==> config.mk <==
export PLATFORM = sky130hd
export DESIGN_NAME = pipelined_carry_select_adder
export DESIGN_NICKNAME = d
export VERILOG_FILES = /design/src/rtl/pipelined_carry_select_adder.sv
export SDC_FILE = /design/constraint.sdc
export NUM_CORES = 1
export LEC_CHECK = 0
export CAP_MARGIN = 20
export CORE_MARGIN = 4
export CORE_UTILIZATION = 59
export CTS_CLUSTER_SIZE = 10
export DETAILED_ROUTE_END_ITERATION = 6
export GPL_ROUTABILITY_DRIVEN = 0
export PLACE_DENSITY = 0.9
export SLEW_MARGIN = 20
export SYNTH_ARGS = -nofsm -noshare
export SYNTH_HDL_FRONTEND = slang
export SYNTH_SLANG_ARGS = --single-unit
==> constraint.sdc <==
create_clock -name clk -period 3.7 [get_ports clk]
set_input_delay 1.11 -clock clk [delete_from_list [all_inputs] [get_ports clk]]
set_output_delay 1.11 -clock clk [all_outputs]
set_load 0.01 [all_outputs]
==> src/rtl/pipelined_carry_select_adder.sv <==
// rtl/pipelined_carry_select_adder.sv - pipelined carry-select add/sub, one BLOCK-bit slice per stage
// Each stage resolves one slice from the carry registered by the stage below it.
module pipelined_carry_select_adder #(
  parameter int WIDTH = 16,
  parameter int BLOCK = 4
) (
  input  logic             clk,
  input  logic             rst_n,
  input  logic             in_valid,
  output logic             in_ready,
  input  logic [WIDTH-1:0] a,
  input  logic [WIDTH-1:0] b,
  input  logic             c_in,
  input  logic             sub,
  output logic             out_valid,
  input  logic             out_ready,
  output logic [WIDTH-1:0] s,
  output logic             c,
  output logic             ovf
);

  localparam int NSTG = WIDTH / BLOCK;

  if (WIDTH % BLOCK != 0) begin : g_param_check
    $error("WIDTH must be a multiple of BLOCK");
  end

  logic             adv;
  logic             accept;
  logic [WIDTH-1:0] b_eff;
  logic             cin_eff;

  assign adv      = !out_valid || out_ready;
  assign in_ready = adv;
  assign accept   = in_valid && adv;
  assign b_eff    = sub ? ~b : b;
  assign cin_eff  = sub ? 1'b1 : c_in;

  function automatic logic [BLOCK:0] ripple(input logic [BLOCK-1:0] x, input logic [BLOCK-1:0] y,
                                            input logic ci);
    logic             cy;
    logic [BLOCK-1:0] sum;
    cy  = ci;
    sum = '0;
    for (int i = 0; i < BLOCK; i++) begin
      sum[i] = x[i] ^ y[i] ^ cy;
      cy     = (x[i] & y[i]) | (cy & (x[i] ^ y[i]));
    end
    return {cy, sum};
  endfunction

  for (genvar k = 0; k < NSTG; k++) begin : g_stg
    localparam int OPW = WIDTH - k * BLOCK;  // operand bits not yet consumed at this stage
    localparam int SW  = (k + 1) * BLOCK;    // sum bits resolved once this stage has fired

    logic [OPW-1:0] opa;
    logic [OPW-1:0] opb;
    logic           ci;
    logic           vld_in;
    logic [BLOCK:0] res0;
    logic [BLOCK:0] res1;
    logic [BLOCK:0] res;
    logic [SW-1:0]  sum_d;
    logic [SW-1:0]  sum_q;
    logic           cy_q;
    logic           vld_q;

    if (k == 0) begin : g_src
      assign opa    = a;
      assign opb    = b_eff;
      assign ci     = cin_eff;
      assign vld_in = accept;
      assign sum_d  = res[BLOCK-1:0];
    end else begin : g_src
      assign opa    = g_stg[k-1].g_hi.opa_q;
      assign opb    = g_stg[k-1].g_hi.opb_q;
      assign ci     = g_stg[k-1].cy_q;
      assign vld_in = g_stg[k-1].vld_q;
      assign sum_d  = {res[BLOCK-1:0], g_stg[k-1].sum_q};
    end

    assign res0 = ripple(opa[BLOCK-1:0], opb[BLOCK-1:0], 1'b0);
    assign res1 = ripple(opa[BLOCK-1:0], opb[BLOCK-1:0], 1'b1);
    assign res  = ci ? res1 : res0;

    // Data only loads with a valid beat, so a bubble never disturbs what s shows.
    always_ff @(posedge clk or negedge rst_n) begin
      if (!rst_n) begin
        vld_q <= 1'b0;
        cy_q  <= 1'b0;
        sum_q <= '0;
      end else if (adv) begin
        vld_q <= vld_in;
        if (vld_in) begin
          cy_q  <= res[BLOCK];
          sum_q <= sum_d;
        end
      end
    end

    if (k < NSTG - 1) begin : g_hi
      logic [OPW-BLOCK-1:0] opa_q;
      logic [OPW-BLOCK-1:0] opb_q;

      always_ff @(posedge clk or negedge rst_n) begin
        if (!rst_n) begin
          opa_q <= '0;
          opb_q <= '0;
        end else if (adv && vld_in) begin
          opa_q <= opa[OPW-1:BLOCK];
          opb_q <= opb[OPW-1:BLOCK];
        end
      end
    end else begin : g_last
      logic cmsb_q;

      always_ff @(posedge clk or negedge rst_n) begin
        if (!rst_n) begin
          cmsb_q <= 1'b0;
        end else if (adv && vld_in) begin
          cmsb_q <= opa[BLOCK-1] ^ opb[BLOCK-1] ^ res[BLOCK-1];
        end
      end
    end
  end

  assign out_valid = g_stg[NSTG-1].vld_q;
  assign s         = g_stg[NSTG-1].sum_q;
  assign c         = g_stg[NSTG-1].cy_q;
  assign ovf       = g_stg[NSTG-1].g_last.cmsb_q ^ g_stg[NSTG-1].cy_q;

endmodule

# Word level (Yosys, flattened, before mapping)
# Index checks and enable logic that the tools add are counted.
# W data, S select, Z words.
# op_classes
mux,6
bitwise_logic,115
n_reduce_logical,11
# op_table
op,n
$xor A1 B1 Y1,42
$and A1 B1 Y1,40
$or A1 B1 Y1,28
$mux W5,4
$mux W16,1
$not A16 Y16,1
$reduce_and A2 Y1,4
$logic_and A1 B1 Y1,5
$not A1 Y1,4
$logic_not A1 Y1,1
$logic_or A1 B1 Y1,1
$mux W1,1
# word_totals
regBits,97
inputBits,38
out_inout_bits,20
word_cells,151

# Depth between registers and ports, before layout
# logic_depth
word_depth,11
depth_mapped,12
mapped_depth_nobuf,10

# Least setup slack after synthesis
# OpenSTA, ideal clock, no wires.
# synth_path
path_type,in2reg
start,input port sub
end,register g_stg[0].sum_q[3]
setup_time_ns,0.125
t_arrival_ns,3.609
required_ns,3.575
slack_ns,-0.034
cell_stages,12
path_buffers,2
cell_sequence,buf_2 -> buf_2 -> xor2_1 -> inv_1 -> ha_1 -> o21ai_0 -> o31ai_1 -> fa_1 -> fa_1 -> inv_1 -> fa_1 -> mux2_2
# synth_between
elab_chain_len,9
word_cells_on_any_way,21
cone_classes,mux: 3; bitwise: 18
# synth_rtl
item,line,rtl
"start, declared",14,"input logic sub,"
$mux W16,36,assign b_eff = sub ? ~b : b;
$and A1 B1 Y1 or $xor A1 B1 Y1 (tied branches),47,cy = (x[i] & y[i]) | (cy & (x[i] ^ y[i]));
$or A1 B1 Y1,47,
$and A1 B1 Y1,47,
$or A1 B1 Y1,47,
$and A1 B1 Y1,47,
$or A1 B1 Y1,47,
$xor A1 B1 Y1,46,sum[i] = x[i] ^ y[i] ^ cy;
$mux W5 (*),84,assign res = ci ? res1 : res0;
net g_stg[0].res[3],62,logic [BLOCK:0] res;
"end signal, assigned",96,sum_q <= sum_d;
"end, declared",64,logic [SW-1:0] sum_q;
# Mark *: on every way through the listed nets, which the timed path passes. The rest lies on a longest branch.
# A chain may end at the register's enable or synchronous reset.

# Final worst setup path
# Ends and elaborated chain as after synthesis.

==> metrics <==
CTS Root Cell=clkbuf_8; Synth Cell Area=4345 um^2; number of global-route vias before repair=approximately 2700; Core Area=roughly 7000 um^2; Max transition margin=0.5777; Routed WL=just under 8 mm; initial antenna violation count=0; post-route ant nets=0; CP max-delay cell=clkdlybuf4s50_1; Post-DP HPWL=roughly 5.4 mm; worst min-delay path class=flip-flop to flip-flop; most used cell, CP=fa_1; number of DRC markers in iteration 0=around 120; predominant post-synthesis flop cell=dfrtp_1; peak supply drop=0.3019 mV; share of post-route cells with drive strength above 1=0.2520; Max Slew Vio Count=0; Avg Inst Size Synth=around 14 um^2; Worst Max-Slew Pin Slew=around 0.63 ns; count leader, synth=dfrtp_1; Worst Path Buf+Inv=3; Setup CP Type=primary input to flip-flop; crit-path cells=clkdlybuf4s50_1, xor2_1, inv_1, ha_1, o21ai_0, o31ai_1, fa_1, fa_1, inv_1, fa_1, mux2_2; Power Total=roughly 4.4 mW; Max Clock Freq=between 200 and 300 MHz; CTS max path bufs=2; Syn Inst Count=around 320; Max-cap violations=0; Arr. time, crit path=3.72 ns; Initial Util=0.6023; die area=between 8000 and 9000 um^2; ant diodes=0; chip width=between 90 and 100 um; Area Growth Syn to Fin=20.50%; most frequent cells after synthesis=dfrtp_1 (97), mux2_2 (64), inv_1 (36); worst setup skew after layout=between 0.007 and 0.008 ns; CTS tree=built; final worst-path cycle share=0.9404; nets=between 400 and 500; top post-synthesis cells by area=dfrtp_1 (56%), mux2_2 (17%), fa_1 (5.5%); Ys Warns=0; drt pass-1 iters=4; Synth Register Bits=97; Setup violations, final=0; Via Count=~2500; RSZ-0062 raised after global routing=false; Largest delay share family, worst path=adder cells; H-tree depth=3; # rows=31; min cycle time layout=around 3.5 ns; Worst-path clk slew=0.09 ns; number of enable flip-flop cells after synthesis=0; all-layer global routing usage=0.2011; Wirelength per Cell=roughly 16 um; # IOs=58; Yosys cell types=22; first-pass GRT wire length=approximately 14 mm; Pwr Density=about 830 nW/um^2; worst-path fanout max=2; CP max stage delay=0.50 ns; crit end category=flip-flop; Min Hold Slack=between 0.5 and 0.6 ns; CP required=3.94 ns; post-synthesis sequential area ratio=0.5586; vias per cell=approximately 5.3; clock insertion delay at the later pin of the skew report=0.35 ns; Worst setup SP type=primary input; IO buf count=57; syn_nets=376; Worst Setup SP=sub; FF-to-FF Start=g_stg[2].g_hi.opa_q[0]; postcts setup bufs=0; largest net degree at the start of global routing=between 50 and 60; clock sink count=97; DRC Markers=0; Die Ht=around 94 um; # hold bufs at CTS=0; PostCTS Resize Cnt=0; critical hold path startpoint=g_stg[2].sum_q[11]; Pleak=2.365 nW; Num CTS Buffers=9; status=completed; Final Hold Fails=0; asr flop ratio synth=1.000; Yosys top cell by area=dfrtp_1; Yosys top cell area share=0.5586; gr ovfl total=0
==> kinds of logic after synthesis <==
kind of cell	synth area share
flops	0.5586
mux	0.2062
buf+inv	0.05327
compound gates	0.03628
xor+xnor	0.04434
fa+ha+maj	0.08120
simple gates	0.02015
==> cell type report <==
cell class / count / area (um^2)
clock buffer: 11 / 151.4
clock inverter: 5 / 86.33
fill: 464 / 1978
inverter: 36 / 135.1
multi-input combinational: 169 / 1687
sequential: 97 / 2427
tap: 99 / 123.9
timing repair buffer: 63 / 625.6
==> cell usage in the layout (no fill, tap or decap), drive strengths merged, types with 2 or more instances in the layout <==
master and count:
mux2i 10, buf 7, xor2 9, ha 9, mux2 69, bufinv 2, a21oi 18, clkdlybuf4s50 56
clkinv 2, fa 12, nand3 6, o21ai 12, clkbuf 11, xnor2 13, dfrtp 97, nand2 7
inv 37
==> path summary, 6_finish.rpt <==
path	slack [ns]	cells after the start	end
max	0.22	11	g_stg[0].sum_q[3]
min	0.51	1	s[11]
max reg2reg	1.11	9	g_stg[3].g_last.cmsb_q
min reg2reg	0.51	1	s[11]
max in group asynchronous	2.25	2	g_stg[1].sum_q[7]
min in group asynchronous	0.76	1	g_stg[0].g_hi.opa_q[1]
==> power by group <==
part	switching, mW	internal [mW]
combinational	0.746	0.989
sequential	0.295	1.55
clock	0.359	0.423
==> per-stage QoR <==
step	worst slack, ns	TNS, ns	utilization	std cells	instance area (um^2)
global placement	-0.08218	-0.08218	0.6929	464	4999
floorplan	0.03030	0	-	317	4348
CTS	0.2364	0	0.7258	480	5236
detailed placement	-0.1458	-0.1458	0.6929	464	4999
global route	0.1094	0	0.7258	480	5236
finish	0.2206	0	0.7258	480	5236
==> routing by layer <==
layer  share of wire  vias to the layer above  GRT usage
met5               0                        -          0
met4           0.019                        0    0.07341
met3           0.040                       13    0.02244
met2            0.52                       62     0.3383
met1            0.42                     1300     0.2716
li1                -                     1160          -
==> registers in the layout, indices dropped and copies added (netlist names) <==
name                 flops
out_valid                1
g_stg.g_hi.opa_q        24
g_stg.sum_q             24
s                       16
g_stg.cy_q               3
g_stg.vld_q              3
c                        1
g_stg.g_last.cmsb_q      1
g_stg.g_hi.opb_q        24
(Power assumes the default switching activity.)
